[config.mk]
export PLATFORM = sky130hd
export DESIGN_NAME = pagerank_iter_ctrl_flat
export DESIGN_NICKNAME = d
export VERILOG_FILES = /design/src/rtl/pagerank_iter_ctrl_if.sv /design/src/rtl/pagerank_iter_ctrl.sv /design/src/flat_wrapper.sv
export SDC_FILE = /design/constraint.sdc
export NUM_CORES = 1
export LEC_CHECK = 0
export ABC_AREA = 0
export CAP_MARGIN = 10
export CORE_UTILIZATION = 52
export DETAILED_ROUTE_END_ITERATION = 8
export PLACE_DENSITY = 0.85
export SLEW_MARGIN = 10
export SYNTH_ARGS = -nofsm -noshare
export SYNTH_HDL_FRONTEND = slang
export SYNTH_SLANG_ARGS = --single-unit
export TNS_END_PERCENT = 1
[constraint.sdc]
create_clock -name clk -period 2.8 [get_ports clk]
set_clock_uncertainty 0.1 [all_clocks]
set_input_delay 0.56 -clock clk [delete_from_list [all_inputs] [get_ports clk]]
set_output_delay 0.56 -clock clk [all_outputs]
set_load 0.1 [all_outputs]
[src/rtl/pagerank_iter_ctrl_if.sv]
// ---------------------------------------------------------------------------
// pagerank_iter_ctrl_if
//   Bundle between the PageRank iteration controller and its environment
//   (ant engines, host and top-K sorter).
//
//   Signal semantics:
//     start, abort   : levels from the host, sampled on each rising clk edge.
//     ant_sync       : per-ant level, 1 = that ant has finished the current
//                      iteration. ant_delta slice i is only looked at while
//                      ant_sync[i] is 1.
//     sync_go        : one-cycle pulse, ants begin the next iteration.
//     sort_start     : one-cycle pulse, top-K sorter may start.
//     busy/done      : status levels. converged/timed_out are only
//                      meaningful while done is high.
//     iter_count     : iterations completed in the current or last run.
//     max_delta      : largest ant_delta captured at the last barrier.
//     dbg_state      : current controller state encoding, for observation.
//
//   Modports:
//     master : environment side (drives start/abort/ant_*)
//     slave  : controller side
// ---------------------------------------------------------------------------
interface pagerank_iter_ctrl_if #(
    parameter int NUM_ANTS = 4,
    parameter int WIDTH    = 16,
    parameter int ITER_W   = 8
);
    logic                      start;
    logic                      abort;
    logic [NUM_ANTS-1:0]       ant_sync;
    logic [NUM_ANTS*WIDTH-1:0] ant_delta;
    logic                      sync_go;
    logic                      busy;
    logic                      done;
    logic                      converged;
    logic                      timed_out;
    logic [ITER_W-1:0]         iter_count;
    logic [WIDTH-1:0]          max_delta;
    logic                      sort_start;
    logic [2:0]                dbg_state;

    modport master (
        output start, abort, ant_sync, ant_delta,
        input  sync_go, busy, done, converged, timed_out,
               iter_count, max_delta, sort_start, dbg_state
    );

    modport slave (
        input  start, abort, ant_sync, ant_delta,
        output sync_go, busy, done, converged, timed_out,
               iter_count, max_delta, sort_start, dbg_state
    );
endinterface

[src/rtl/pagerank_iter_ctrl.sv]
// ---------------------------------------------------------------------------
// pagerank_iter_ctrl
//   Iteration/barrier controller for a cluster of NUM_ANTS PageRank ants.
//   Launches iterations with a sync_go pulse, waits until every ant reports
//   completion, records the largest per-ant delta and decides whether to run
//   another iteration. A run ends on convergence (max delta <= EPS), on
//   reaching MAX_ITER iterations, or when one iteration (DRAIN+RUN) exceeds
//   TIMEOUT_CYC cycles. Entering FINISH pulses sort_start for the sorter.
//
// Ports:
//   clk    : rising-edge clock
//   reset  : asynchronous, active-high reset
//   bus    : pagerank_iter_ctrl_if.slave (start/abort/ant_sync/ant_delta in;
//            sync_go/busy/done/converged/timed_out/iter_count/max_delta/
//            sort_start/dbg_state out). All outputs are registered.
// ---------------------------------------------------------------------------
module pagerank_iter_ctrl #(
    parameter int NUM_ANTS    = 4,
    parameter int WIDTH       = 16,
    parameter int EPS         = 2,
    parameter int MAX_ITER    = 64,
    parameter int ITER_W      = 8,
    parameter int TIMEOUT_CYC = 4000,
    parameter int TIMER_W     = 13
) (
    input  logic                  clk,
    input  logic                  reset,
    pagerank_iter_ctrl_if.slave   bus
);

    typedef enum logic [2:0] {
        S_IDLE   = 3'd0,
        S_DRAIN  = 3'd1,
        S_RUN    = 3'd2,
        S_EVAL   = 3'd3,
        S_FINISH = 3'd4
    } state_t;

    state_t               r_state;
    state_t               w_next_state;

    logic                 r_sync_go,    w_sync_go;
    logic                 r_busy,       w_busy;
    logic                 r_done,       w_done;
    logic                 r_converged,  w_converged;
    logic                 r_timed_out,  w_timed_out;
    logic                 r_sort_start, w_sort_start;
    logic [ITER_W-1:0]    r_iter_count, w_iter_count;
    logic [WIDTH-1:0]     r_max_delta,  w_max_delta;
    logic [TIMER_W-1:0]   r_timer,      w_timer;

    logic                 w_barrier;
    logic                 w_drained;
    logic                 w_timer_last;
    logic [WIDTH-1:0]     w_delta_max;
    logic [ITER_W-1:0]    w_iter_inc;

    assign w_barrier    = &bus.ant_sync;
    assign w_drained    = (bus.ant_sync == '0);
    assign w_timer_last = (r_timer == TIMER_W'(TIMEOUT_CYC - 1));

    // Saturating iteration increment.
    assign w_iter_inc = (r_iter_count < ITER_W'(MAX_ITER)) ?
                        (r_iter_count + ITER_W'(1)) : r_iter_count;

    // Unsigned maximum across all ant delta slices.
    always_comb begin
        w_delta_max = '0;
        for (int i = 0; i < NUM_ANTS; i++) begin
            if (bus.ant_delta[i*WIDTH +: WIDTH] > w_delta_max) begin
                w_delta_max = bus.ant_delta[i*WIDTH +: WIDTH];
            end
        end
    end

    // Next-state and next-output logic.
    always_comb begin
        w_next_state = r_state;
        w_sync_go    = 1'b0;
        w_iter_count = r_iter_count;
        w_max_delta  = r_max_delta;
        w_converged  = r_converged;
        w_timed_out  = r_timed_out;
        w_timer      = r_timer;

        if (bus.abort) begin
            // Abort beats everything except reset; run results are held.
            w_next_state = S_IDLE;
        end else begin
            case (r_state)
                S_IDLE, S_FINISH: begin
                    if (bus.start) begin
                        w_next_state = S_DRAIN;
                        w_sync_go    = 1'b1;
                        w_iter_count = '0;
                        w_max_delta  = '0;
                        w_converged  = 1'b0;
                        w_timed_out  = 1'b0;
                        w_timer      = '0;
                    end
                end
                S_DRAIN: begin
                    // Syncs still high from the previous iteration must
                    // drop before the barrier is armed.
                    w_timer = r_timer + TIMER_W'(1);
                    if (w_timer_last) begin
                        w_timed_out  = 1'b1;
                        w_next_state = S_FINISH;
                    end else if (w_drained) begin
                        w_next_state = S_RUN;
                    end
                end
                S_RUN: begin
                    w_timer = r_timer + TIMER_W'(1);
                    // Barrier is checked first so it wins on the last cycle.
                    if (w_barrier) begin
                        w_max_delta  = w_delta_max;
                        w_next_state = S_EVAL;
                    end else if (w_timer_last) begin
                        w_timed_out  = 1'b1;
                        w_next_state = S_FINISH;
                    end
                end
                S_EVAL: begin
                    w_iter_count = w_iter_inc;
                    if (r_max_delta <= WIDTH'(EPS)) begin
                        w_converged  = 1'b1;
                        w_next_state = S_FINISH;
                    end else if (w_iter_inc == ITER_W'(MAX_ITER)) begin
                        w_next_state = S_FINISH;
                    end else begin
                        w_sync_go    = 1'b1;
                        w_timer      = '0;
                        w_next_state = S_DRAIN;
                    end
                end
                default: begin
                    w_next_state = S_IDLE;
                end
            endcase
        end

        // Status outputs follow the state being entered so they are
        // registered together with it.
        w_busy       = (w_next_state == S_DRAIN) || (w_next_state == S_RUN) ||
                       (w_next_state == S_EVAL);
        w_done       = (w_next_state == S_FINISH);
        w_sort_start = (w_next_state == S_FINISH) && (r_state != S_FINISH);
    end

    // State and output registers.
    always_ff @(posedge clk or posedge reset) begin
        if (reset) begin
            r_state      <= S_IDLE;
            r_sync_go    <= 1'b0;
            r_busy       <= 1'b0;
            r_done       <= 1'b0;
            r_converged  <= 1'b0;
            r_timed_out  <= 1'b0;
            r_sort_start <= 1'b0;
            r_iter_count <= '0;
            r_max_delta  <= '0;
            r_timer      <= '0;
        end else begin
            r_state      <= w_next_state;
            r_sync_go    <= w_sync_go;
            r_busy       <= w_busy;
            r_done       <= w_done;
            r_converged  <= w_converged;
            r_timed_out  <= w_timed_out;
            r_sort_start <= w_sort_start;
            r_iter_count <= w_iter_count;
            r_max_delta  <= w_max_delta;
            r_timer      <= w_timer;
        end
    end

    assign bus.sync_go    = r_sync_go;
    assign bus.busy       = r_busy;
    assign bus.done       = r_done;
    assign bus.converged  = r_converged;
    assign bus.timed_out  = r_timed_out;
    assign bus.sort_start = r_sort_start;
    assign bus.iter_count = r_iter_count;
    assign bus.max_delta  = r_max_delta;
    assign bus.dbg_state  = r_state;

endmodule

[src/flat_wrapper.sv]
// flat-port wrapper written by rule: the top's interface ports become plain ports
module pagerank_iter_ctrl_flat 
#(
    parameter int NUM_ANTS    = 4,
    parameter int WIDTH       = 16,
    parameter int EPS         = 2,
    parameter int MAX_ITER    = 64,
    parameter int ITER_W      = 8,
    parameter int TIMEOUT_CYC = 4000,
    parameter int TIMER_W     = 13
)
  (clk, reset, bus_start, bus_abort, bus_ant_sync, bus_ant_delta, bus_sync_go, bus_busy, bus_done, bus_converged, bus_timed_out, bus_iter_count, bus_max_delta, bus_sort_start, bus_dbg_state);
  pagerank_iter_ctrl_if #(.NUM_ANTS(NUM_ANTS), .WIDTH(WIDTH), .ITER_W(ITER_W)) bus_i ();
  input  logic clk;
  input  logic reset;
  input wire logic [$bits(bus_i.start)-1:0] bus_start;
  input wire logic [$bits(bus_i.abort)-1:0] bus_abort;
  input wire logic [$bits(bus_i.ant_sync)-1:0] bus_ant_sync;
  input wire logic [$bits(bus_i.ant_delta)-1:0] bus_ant_delta;
  output wire logic [$bits(bus_i.sync_go)-1:0] bus_sync_go;
  output wire logic [$bits(bus_i.busy)-1:0] bus_busy;
  output wire logic [$bits(bus_i.done)-1:0] bus_done;
  output wire logic [$bits(bus_i.converged)-1:0] bus_converged;
  output wire logic [$bits(bus_i.timed_out)-1:0] bus_timed_out;
  output wire logic [$bits(bus_i.iter_count)-1:0] bus_iter_count;
  output wire logic [$bits(bus_i.max_delta)-1:0] bus_max_delta;
  output wire logic [$bits(bus_i.sort_start)-1:0] bus_sort_start;
  output wire logic [$bits(bus_i.dbg_state)-1:0] bus_dbg_state;
  assign bus_i.start = bus_start;
  assign bus_i.abort = bus_abort;
  assign bus_i.ant_sync = bus_ant_sync;
  assign bus_i.ant_delta = bus_ant_delta;
  assign bus_sync_go = bus_i.sync_go;
  assign bus_busy = bus_i.busy;
  assign bus_done = bus_i.done;
  assign bus_converged = bus_i.converged;
  assign bus_timed_out = bus_i.timed_out;
  assign bus_iter_count = bus_i.iter_count;
  assign bus_max_delta = bus_i.max_delta;
  assign bus_sort_start = bus_i.sort_start;
  assign bus_dbg_state = bus_i.dbg_state;
  pagerank_iter_ctrl #(.NUM_ANTS(NUM_ANTS), .WIDTH(WIDTH), .EPS(EPS), .MAX_ITER(MAX_ITER), .ITER_W(ITER_W), .TIMEOUT_CYC(TIMEOUT_CYC), .TIMER_W(TIMER_W)) u_core (.clk(clk), .reset(reset), .bus(bus_i));
endmodule
==> load_flow_metrics.sql, run 1 <==
INSERT INTO impl_metrics (metric_group, metric, value, unit) VALUES
('synthesis', 'number_of_enable_type_register_cells_in_the_synthesized_netlist', '0', ''),
('synthesis', 'yosys.cell_types.count', '67', ''),
('place', 'port_buffers', '104', ''),
('synthesis', 'synth_area', '4650', 'um2'),
('synthesis', 'netlist_instances', '565', ''),
('global_routing', 'grt_max_degree', '40', ''),
('outcome', 'last-stage-reached', 'global routing (5_1_grt)', ''),
('place', 'dp_cells', '903', ''),
('place', 'detailedPlacementHpwl', '13.2', 'mm'),
('clock_network', 'number_of_buffers_inserted_during_clock_tree_synthesis', '5', ''),
('clock_network', 'cts_sinks', '46', ''),
('clock_network', 'clk_root_buffer_cell', 'sky130_fd_sc_hd__clkbuf_8', ''),
('clock_network', 'htree_levels', '2', ''),
('synthesis', 'synth_seq_cells', '46', ''),
('place', 'gp_congestion', '0.877', ''),
('synthesis', 'async_flop_share', '100', '%'),
('synthesis', 'yosys_most_used_dff', 'sky130_fd_sc_hd__dfrtp_1', ''),
('floorplan', 'die_height', '96.6', 'um'),
('floorplan', 'die_width', '96.6', 'um'),
('timing', 'endpoint_type', 'register data pin', ''),
('floorplan', 'floorplan.initialDensity', '53.6', '%'),
('outcome', 'log_error', '[ERROR GRT-0232] Routing congestion too high. Check the congestion heatmap in the GUI.', ''),
('clock_network', 'postCtsHoldBufs', '0', ''),
('floorplan', 'fp-row-count', '34', ''),
('floorplan', 'design.portCount', '105', ''),
('outcome', 'run_status', 'aborted with a tool error', ''),
('synthesis', 'synthesis.nets', '687', ''),
('synthesis', 'synth.avg_cell_area', '8.24', 'um2'),
('synthesis', 'synthesis.yosys.warnings', '0', ''),
('global_routing', 'global_route.overflow_total', '49', ''),
('place', 'preCtsSetupSlack', '-3.77', 'ns'),
('timing', 'globalroute.repair_timing.worst_endpoint', 'u_core.bus.max_delta[15]$_DFFE_PP0P_/D', ''),
('clock_network', 'cts.path.max_buffers', '2', ''),
('synthesis', 'synth_seq_area_share', '24.7', '%'),
('global_routing', 'groute.usage.overall', '79.1', '%');
==> layer usage <==
| metal | GRT overflow | global-route usage [%] |
|---|---|---|
| met3 | 0 | 66.4 |
| met2 | 27 | 94.7 |
| met5 | 0 | 28.6 |
| met4 | 21 | 79.5 |
| met1 | 1 | 78.0 |
==> cell families after synthesis <==
family	after synthesis	synth area share, %
buffers and inverters	84	7.45
AOI/OAI and AO/OA	169	29.4
DFF	46	24.7
muxes	1	0.242
xor gates and xnor gates	2	0.377
adders and majority gates	50	13.4
and+or+nand+nor	213	24.3
==> per-stage QoR <==
stage / cell area (um2) / util, %
after floorplan: 4920 / -
after global placement: 7030 / 81.0
after detailed placement: 7030 / 81.0
after CTS: 7490 / 86.3
==> repair_timing <==
item                                    4_1_cts
pin swaps                                    21
setup buffers                                18
cloned                                        4
endpoints found under the setup margin       16
resized for setup                            36
==> Yosys cell counts (5+ instances only) <==
master | n | area (um2)
sky130_fd_sc_hd__o221ai_1 | 16 | 140
sky130_fd_sc_hd__o21ai_0 | 17 | 85.1
sky130_fd_sc_hd__o41ai_1 | 5 | 43.8
sky130_fd_sc_hd__inv_1 | 53 | 199
sky130_fd_sc_hd__ha_1 | 50 | 626
sky130_fd_sc_hd__a31oi_1 | 20 | 125
sky130_fd_sc_hd__clkbuf_1 | 23 | 86.3
sky130_fd_sc_hd__nor3_1 | 36 | 180
sky130_fd_sc_hd__nand2b_1 | 6 | 37.5
sky130_fd_sc_hd__dfrtp_1 | 46 | 1150
sky130_fd_sc_hd__o311ai_0 | 16 | 140
sky130_fd_sc_hd__nor2b_1 | 7 | 43.8
sky130_fd_sc_hd__a21o_1 | 7 | 52.6
sky130_fd_sc_hd__nand4_1 | 13 | 81.3
sky130_fd_sc_hd__o31ai_1 | 7 | 52.6
sky130_fd_sc_hd__nand3_1 | 13 | 65.1
sky130_fd_sc_hd__nand2_1 | 52 | 195
sky130_fd_sc_hd__nor4_1 | 10 | 62.6
sky130_fd_sc_hd__or4_1 | 6 | 45.0
sky130_fd_sc_hd__a21oi_1 | 28 | 140
sky130_fd_sc_hd__nor2_1 | 34 | 128
sky130_fd_sc_hd__nand3b_1 | 19 | 143
sky130_fd_sc_hd__o41ai_2 | 15 | 244
==> inputs of run 2 (changes only) <==
--- a/config.mk
+++ b/config.mk
@@ -7,9 +7,9 @@
 export LEC_CHECK = 0
 export ABC_AREA = 0
 export CAP_MARGIN = 10
-export CORE_UTILIZATION = 52
+export CORE_UTILIZATION = 39
 export DETAILED_ROUTE_END_ITERATION = 8
-export PLACE_DENSITY = 0.85
+export PLACE_DENSITY_LB_ADDON = 0.15
 export SLEW_MARGIN = 10
 export SYNTH_ARGS = -nofsm -noshare
 export SYNTH_HDL_FRONTEND = slang
==> load_flow_metrics.sql, run 2 <==
INSERT INTO impl_metrics (metric_group, metric, value, unit) VALUES
('synthesis', 'netlist_instances', '565', ''),
('critical_path', 'worst_r2r_path_depth', '8', ''),
('timing', 'timing.final.hold_violations', '0', ''),
('global_routing', 'grt_pass1_wl', '27.5', 'mm'),
('power_and_ir_drop', 'power.sequential.fraction', '27.5', '%'),
('outcome', 'run_status', 'finished with violations', ''),
('cells_and_area', 'post_route_cells_drive_above_1_share', '34.4', '%'),
('global_routing', 'initial_antenna_violation_count', '0', ''),
('critical_path', 'worst_path_largest_cell_delay', '0.53', 'ns'),
('critical_path', 'timing.critical_path.arrival', '6.11', 'ns'),
('timing', 'worst-slew-pin-transition', '0.914', 'ns'),
('synthesis', 'synth_largest_type_area_fraction', '24.7', '%'),
('synthesis', 'yosys.cell_types.count', '67', ''),
('critical_path', 'crit-reg2reg-capture', 'u_core.r_timer[3]', ''),
('floorplan', 'placeableCoreArea', '11500', 'um2'),
('power_and_ir_drop', 'p_leak', '0.00352', 'uW'),
('timing', 'grt_setup_unrepaired', 'true', ''),
('cells_and_area', 'stdcell_area', '7550', 'um2'),
('synthesis', 'ys_top_cells_by_count', '53 x sky130_fd_sc_hd__inv_1, 52 x sky130_fd_sc_hd__nand2_1, 50 x sky130_fd_sc_hd__ha_1', ''),
('place', 'port_buffers', '104', ''),
('cells_and_area', 'antenna-diode-count', '0', ''),
('routing', 'via_per_inst', '5.77', ''),
('critical_path', 'cpMostUsedCell', 'sky130_fd_sc_hd__ha_1', ''),
('clock_network', 'number_of_buffers_inserted_during_clock_tree_synthesis', '5', ''),
('min_path', 'min_path_cells', '2', ''),
('synthesis', 'yosys_most_used_dff', 'sky130_fd_sc_hd__dfrtp_1', ''),
('floorplan', 'die_width', '111', 'um'),
('synthesis', 'synth.avg_cell_area', '8.24', 'um2'),
('job', 'maxCapViolations', '0', ''),
('critical_path', 'buf_inv_stages_crit_path', '6', ''),
('timing', 'period_share', '216', '%'),
('cells_and_area', 'num-nets-final', '944', ''),
('synthesis', 'synth_seq_cells', '46', ''),
('global_routing', 'most_used_layer_global_route', 'met2', ''),
('global_routing', 'global_route.overflow_total', '0', ''),
('routing', 'dr.first_iter.drc_count', '436', ''),
('floorplan', 'fp-row-count', '39', ''),
('min_path', 'hold_path_startpoint', 'u_core.bus.converged', ''),
('critical_path', 'critical_path.endpoint_type', 'register', ''),
('synthesis', 'synth.largest_area_cell', 'sky130_fd_sc_hd__dfrtp_1', ''),
('synthesis', 'synth.area.top_cells', 'sky130_fd_sc_hd__dfrtp_1 25%, sky130_fd_sc_hd__ha_1 13%, sky130_fd_sc_hd__o41ai_2 5.2%', ''),
('timing', 'worst_hold_slack', '0.409', 'ns'),
('place', 'gp_congestion', '0.896', ''),
('global_routing', 'vias_in_the_first_global_route', '5701', ''),
('routing', 'route.antenna.remaining_nets', '0', ''),
('clock_network', 'cts.path.max_buffers', '2', ''),
('critical_path', 'crit_path_launch_type', 'input port', ''),
('routing', 'detail_route.first_pass.iterations', '7', ''),
('global_routing', 'groute.usage.overall', '27.1', '%'),
('power_and_ir_drop', 'combinationalPowerShare', '48.8', '%'),
('clock_network', 'htree_levels', '2', ''),
('timing', 'setup-tns-final', '-51.43', 'ns'),
('cells_and_area', 'most-common-layout-cells', '197 x sky130_fd_sc_hd__buf_4, 71 x sky130_fd_sc_hd__clkdlybuf4s50_1, 52 x sky130_fd_sc_hd__nand2_1', ''),
('synthesis', 'synth_area', '4650', 'um2'),
('timing', 'setup_ws', '-3.24', 'ns'),
('power_and_ir_drop', 'power.density_cell_area', '333', 'nW/um2'),
('cells_and_area', 'layout_area_growth_over_synthesis', '62.3', '%'),
('global_routing', 'grtUsageMet1', '37.4', '%'),
('cells_and_area', 'mostFrequentLayoutCell', 'sky130_fd_sc_hd__buf_4', ''),
('critical_path', 'crit_path_max_fanout', '6', ''),
('clock_network', 'cts_sinks', '46', ''),
('critical_path', 'critical_path_s_top_delay_family', 'compound AO/OA/AOI/OAI gates', ''),
('synthesis', 'synth_seq_area_share', '24.7', '%'),
('global_routing', 'grt_use_met2', '45.1', '%'),
('critical_path', 'cp_max_delay_cell', 'sky130_fd_sc_hd__or4_4', ''),
('power_and_ir_drop', 'power.share.switching', '33.6', '%'),
('critical_path', 'critPathKind', 'in -> reg', ''),
('floorplan', 'die_area', '12400', 'um2'),
('outcome', 'failed_checks', 'design-rule violations, negative setup slack', ''),
('critical_path', 'critical_path_cell_list', 'clkdlybuf4s50_1 -> inv_1 -> ha_1 -> nand4_1 -> buf_4 -> or4_4 -> nand2_1 -> a31oi_1 -> nor3_1 -> ha_1 -> nand4_1 -> nor2_1 -> a221o_1 -> o31a_4 -> buf_12 -> o41ai_2 -> ha_1 -> a21oi_1 -> a21oi_1 -> o21a_1 -> o211ai_1 -> buf_4 -> clkbuf_4 -> o221ai_2', ''),
('synthesis', 'post-synth-top-count-cell', 'sky130_fd_sc_hd__inv_1', ''),
('timing', 'timing.final.crit_period', '6.04', 'ns'),
('timing', 'finalSetupViolations', '16', ''),
('power_and_ir_drop', 'switchingPower', '845', 'uW'),
('timing', 'timing_max_transition_violations_final', '0', ''),
('power_and_ir_drop', 'peak_ir_drop_on_the_vdd_network', '0.245', 'mV'),
('clock_network', 'tritoncts_clock_tree', 'done', ''),
('floorplan', 'die_height', '111', 'um'),
('place', 'detailedPlacementHpwl', '12.6', 'mm'),
('synthesis', 'number_of_enable_type_register_cells_in_the_synthesized_netlist', '0', ''),
('timing', 'slew_headroom', '38.7', '%'),
('synthesis', 'async_flop_share', '100', '%'),
('place', 'total_cell_area_at_the_placement_stage', '7120', 'um2'),
('routing', 'wl_per_cell', '16.8', 'um'),
('critical_path', 'crit_required', '2.87', 'ns'),
('routing', 'vias', '5576', ''),
('power_and_ir_drop', 'internal_power', '1670', 'uW'),
('synthesis', 'synthesis.nets', '687', ''),
('global_routing', 'met3_usage', '3.23', '%'),
('min_path', 'min_delay_worst_endpoint', 'u_core.bus.converged', ''),
('synthesis', 'synthesis.yosys.warnings', '0', ''),
('timing', 'max_clock_freq', '0.166', 'GHz'),
('routing', 'routed_wirelength', '16.3', 'mm'),
('floorplan', 'design.portCount', '105', ''),
('critical_path', 'r2r_slack', '0.16', 'ns'),
('cells_and_area', 'largest_register_ff_count', '16', ''),
('power_and_ir_drop', 'power_frac_clock', '23.7', '%'),
('routing', 'remaining_drc_errors', '20', ''),
('clock_network', 'clock_latency', '0.29', 'ns'),
('floorplan', 'floorplan.initialDensity', '40.4', '%'),
('critical_path', 'r2r-start', 'u_core.bus.iter_count[6]', ''),
('clock_network', 'clkTransAtPathRegs', '0.06', 'ns'),
('global_routing', 'grt_max_degree', '25', ''),
('clock_network', 'clk_root_buffer_cell', 'sky130_fd_sc_hd__clkbuf_16', ''),
('min_path', 'timing.hold.worst.class', 'reg -> reg', ''),
('clock_network', 'postCtsHoldBufs', '0', '');
[run 2: cell type report]
cell class / count / area (um2)
fill: 953 / 3960
multi-input combinational: 439 / 3540
timing repair buffer: 277 / 2330
sequential: 46 / 1150
inverter: 53 / 203
tap: 143 / 179
clock buffer: 7 / 143
clock inverter: 1 / 5.00
[run 2: through the flow]
stage          power [uW]  worst slack (ns)  cells  utilization [%]
3_5_place_dp         1840             -3.69    942             61.8
4_1_cts              2500             -3.16    964             65.3
6_report             2510             -3.24    966             65.6
5_1_grt              2670             -3.54    966             65.6
3_3_place_gp         1820             -3.51    942             61.8
2_1_floorplan        1320             -2.98    565                -
[run 2: power groups by stage]
stage	Combinational (uW)	Clock, uW	Sequential (uW)
after floorplan	589	0	733
after global placement	1120	0	701
after detailed placement	1140	0	702
after CTS	1200	605	690
after global routing	1340	638	692
final	1230	596	690
[run 2: logic make-up after synthesis]
logic type / Yosys count / synth area share (%)
XOR/XNOR: 2 / 0.377
buffers and inverters: 84 / 7.45
AO/OA/AOI/OAI: 169 / 29.4
flip-flops: 46 / 24.7
adder cells (fa/ha/maj): 50 / 13.4
AND/OR/NAND/NOR: 213 / 24.3
multiplexers: 1 / 0.242
[run 2: worst register-to-register path: stages (launching register included)]
cell and delay [ns]:
sky130_fd_sc_hd__dfrtp_1 0.47, sky130_fd_sc_hd__nor4bb_4 0.43, sky130_fd_sc_hd__nand4_1 0.18, sky130_fd_sc_hd__a2111oi_2 0.48, sky130_fd_sc_hd__a31o_1 0.41, sky130_fd_sc_hd__buf_4 0.20
sky130_fd_sc_hd__buf_4 0.13, sky130_fd_sc_hd__a21oi_1 0.05, sky130_fd_sc_hd__o21ai_1 0.12
[run 2: how the worst max path moves through the flow]
stage	from	end	slack, ns	cells after the start
after floorplan	bus_ant_delta[14]	u_core.bus.max_delta[15]	-2.98	21
after detailed placement	bus_ant_delta[14]	u_core.bus.max_delta[10]	-3.69	23
final	bus_ant_delta[5]	u_core.bus.max_delta[5]	-3.24	24
after global placement	bus_ant_delta[14]	u_core.bus.max_delta[11]	-3.51	21
after global routing	bus_ant_delta[5]	u_core.bus.max_delta[13]	-3.54	26
after CTS	bus_ant_delta[1]	u_core.bus.max_delta[12]	-3.16	25
[run 2: per-layer routing]
layer | wire, um | part of all wire (%)
met1 | 7650 | 47
met2 | 7570 | 47
met3 | 829 | 5.1
met4 | 213 | 1.3
met5 | 0 | 0
[run 2: what timing repair did]
action                                 4_1_cts  5_1_grt
setup endpoints to repair                   16       16
pin swaps                                   14        6
resized for setup                           25        6
endpoints found under the hold margin        0        0
buffers inserted                            10        1
gates cloned                                 4        1
Note: power is estimated with default switching activity, not from simulation.
==> inputs of run 3 (changes only) <==
--- a/config.mk
+++ b/config.mk
@@ -9,6 +9,7 @@
 export CAP_MARGIN = 10
 export CORE_UTILIZATION = 39
 export DETAILED_ROUTE_END_ITERATION = 8
+export GPL_ROUTABILITY_DRIVEN = 0
 export PLACE_DENSITY_LB_ADDON = 0.15
 export SLEW_MARGIN = 10
 export SYNTH_ARGS = -nofsm -noshare
==> load_flow_metrics.sql, run 3 (synthesis gave the netlist of run 2 again) <==
INSERT INTO impl_metrics (metric_group, metric, value, unit) VALUES
('outcome', 'run_status', 'finished with violations', ''),
('outcome', 'failed_checks', 'design-rule violations, negative setup slack', ''),
('cells_and_area', 'num-nets-final', '936', ''),
('clock_network', 'clock_latency', '0.28', 'ns'),
('clock_network', 'htree_levels', '2', ''),
('critical_path', 'crit_path_launch_type', 'input port', ''),
('cells_and_area', 'antenna-diode-count', '0', ''),
('global_routing', 'groute.usage.overall', '26.2', '%'),
('timing', 'worst-slew-pin-transition', '0.594', 'ns'),
('routing', 'remaining_drc_errors', '20', ''),
('routing', 'wl_per_cell', '17.0', 'um'),
('timing', 'timing.final.hold_violations', '0', ''),
('critical_path', 'cp_max_delay_cell', 'sky130_fd_sc_hd__a2111o_2', ''),
('floorplan', 'die_area', '12400', 'um2'),
('clock_network', 'clkTransAtPathRegs', '0.06', 'ns'),
('cells_and_area', 'largest_register_ff_count', '16', ''),
('critical_path', 'critPathKind', 'in -> reg', ''),
('timing', 'finalSetupViolations', '16', ''),
('routing', 'route.antenna.remaining_nets', '0', ''),
('critical_path', 'timing.critical_path.arrival', '6.16', 'ns'),
('critical_path', 'buf_inv_stages_crit_path', '6', ''),
('floorplan', 'floorplan.initialDensity', '40.4', '%'),
('routing', 'vias', '5533', ''),
('place', 'detailedPlacementHpwl', '12.5', 'mm'),
('power_and_ir_drop', 'peak_ir_drop_on_the_vdd_network', '0.334', 'mV'),
('place', 'dp_cells', '941', ''),
('critical_path', 'critical_path.endpoint_type', 'register', ''),
('routing', 'dr.first_iter.drc_count', '337', ''),
('critical_path', 'cpMostUsedCell', 'sky130_fd_sc_hd__nand4_1', ''),
('place', 'port_buffers', '104', ''),
('routing', 'via_per_inst', '5.78', ''),
('routing', 'routed_wirelength', '16.3', 'mm'),
('cells_and_area', 'area.sequential', '1150', 'um2'),
('clock_network', 'cts_sinks', '46', ''),
('clock_network', 'postCtsHoldBufs', '0', ''),
('critical_path', 'crit_required', '2.89', 'ns'),
('cells_and_area', 'post_route_insts_no_fill', '957', ''),
('min_path', 'timing.hold.worst.class', 'reg -> reg', ''),
('clock_network', 'tritoncts_clock_tree', 'done', ''),
('min_path', 'min_delay_worst_endpoint', 'u_core.bus.timed_out', ''),
('power_and_ir_drop', 'p_leak', '0.00349', 'uW'),
('job', 'maxCapViolations', '0', ''),
('critical_path', 'crit_path_max_fanout', '7', ''),
('timing', 'timing.final.crit_period', '6.07', 'ns'),
('timing', 'worst_hold_slack', '0.431', 'ns'),
('critical_path', 'crit-reg2reg-capture', 'u_core.r_timer[12]', ''),
('clock_network', 'cts.path.max_buffers', '2', ''),
('global_routing', 'global_route.overflow_total', '0', ''),
('global_routing', 'vias_in_the_first_global_route', '5466', ''),
('cells_and_area', 'mostFrequentLayoutCell', 'sky130_fd_sc_hd__buf_4', ''),
('floorplan', 'die_height', '111', 'um'),
('timing', 'setup_ws', '-3.27', 'ns'),
('place', 'preCtsSetupSlack', '-3.62', 'ns'),
('timing', 'slew_headroom', '60.4', '%'),
('floorplan', 'placeableCoreArea', '11500', 'um2'),
('timing', 'period_share', '217', '%'),
('cells_and_area', 'layout_area_growth_over_synthesis', '63.6', '%'),
('global_routing', 'grt_max_degree', '47', ''),
('power_and_ir_drop', 'power.density_cell_area', '329', 'nW/um2'),
('timing', 'max_clock_freq', '0.165', 'GHz'),
('clock_network', 'number_of_buffers_inserted_during_clock_tree_synthesis', '5', ''),
('cells_and_area', 'fillerInstances', '937', ''),
('floorplan', 'design.portCount', '105', ''),
('min_path', 'min_path_cells', '2', ''),
('clock_network', 'clk_root_buffer_cell', 'sky130_fd_sc_hd__clkbuf_16', ''),
('critical_path', 'r2r_slack', '0.26', 'ns'),
('critical_path', 'critical_path_cell_list', 'clkdlybuf4s50_1 -> inv_1 -> ha_4 -> nand4_1 -> buf_6 -> a2111o_2 -> buf_12 -> a31oi_4 -> nor3_2 -> ha_1 -> nand4_1 -> nor4_2 -> buf_4 -> nand4_1 -> o31a_4 -> o41ai_4 -> ha_1 -> a21o_1 -> a211oi_2 -> nor2_1 -> or4_1 -> o22a_1 -> buf_4 -> o221ai_1', ''),
('cells_and_area', 'post_route_cells_drive_above_1_share', '34.8', '%'),
('timing', 'grt_setup_unrepaired', 'true', ''),
('floorplan', 'die_width', '111', 'um'),
('critical_path', 'r2r-start', 'u_core.bus.iter_count[6]', ''),
('min_path', 'hold_path_startpoint', 'u_core.bus.timed_out', ''),
('global_routing', 'initial_antenna_violation_count', '0', ''),
('critical_path', 'worst_path_largest_cell_delay', '0.50', 'ns'),
('cells_and_area', 'most-common-layout-cells', '189 x sky130_fd_sc_hd__buf_4, 71 x sky130_fd_sc_hd__clkdlybuf4s50_1, 52 x sky130_fd_sc_hd__nand2_1', ''),
('global_routing', 'grt_pass1_wl', '26.7', 'mm'),
('floorplan', 'fp-row-count', '39', ''),
('cells_and_area', 'multiInputGateArea', '3670', 'um2'),
('routing', 'detail_route.first_pass.iterations', '7', ''),
('critical_path', 'critical_path_s_top_delay_family', 'compound AO/OA/AOI/OAI gates', ''),
('critical_path', 'worst_r2r_path_depth', '7', ''),
('timing', 'timing_max_transition_violations_final', '0', '');
-- run 3: where the power goes --
part           total, uW  internal [uW]  switching [uW]
clock                559            327             232
combinational       1250            651             603
sequential           690            676            14.1
total               2500           1650             850
-- run 3: worst min-delay path, cell delays in order, from the launching register on --
cell	delay [ns]
sky130_fd_sc_hd__dfrtp_1	0.38
sky130_fd_sc_hd__inv_1	0.05
sky130_fd_sc_hd__o2bb2ai_1	0.06
-- run 3: how the worst max path moves through the flow --
stage / startpoint / to / depth (start not counted)
floorplan: bus_ant_delta[14] / u_core.bus.max_delta[15] / 21
global placement: bus_ant_delta[14] / u_core.bus.max_delta[7] / 21
detailed placement: bus_ant_delta[14] / u_core.bus.max_delta[7] / 22
CTS: bus_ant_delta[11] / u_core.bus.max_delta[9] / 24
global route: bus_ant_delta[11] / u_core.bus.max_delta[9] / 24
finish: bus_ant_delta[6] / u_core.bus.max_delta[9] / 24
-- run 3: final cells by class --
cell class                 instances  area share, %
multi-input combinational        438           48.2
timing repair buffer             270           29.9
sequential                        46           15.1
inverter                          53           2.66
tap                              143           2.35
clock buffer                       7           1.74
-- run 3: what timing repair did --
item / 4_1_cts / 5_1_grt
pin swaps: 6 / 12
gates resized for setup: 21 / 34
buffers inserted: 4 / 2
cloned: 3 / 0
setup endpoints to repair: 16 / 16
-- run 3: metrics by stage --
step           area [um2]  utilization (%)  total power [uW]  TNS, ns
5_1_grt              7610             66.1              2660   -55.04
4_1_cts              7400             64.3              2440   -50.73
2_1_floorplan        4920                -              1320   -46.53
3_3_place_gp         7100             61.6              1810   -57.10
3_5_place_dp         7100             61.6              1830   -57.72
6_report             7610             66.1              2500   -51.84
-- run 3: layer usage --
| layer | track usage [%] | share of wire [%] | vias up | wire length, um |
|---|---|---|---|---|
| li1 | - | - | 2685 | - |
| met1 | 37.2 | 47 | 2669 | 7580 |
| met2 | 43.2 | 47 | 165 | 7670 |
| met3 | 3.06 | 5.3 | 14 | 855 |
| met4 | 4.14 | 1.0 | 0 | 162 |
| met5 | 0 | 0 | - | 0 |
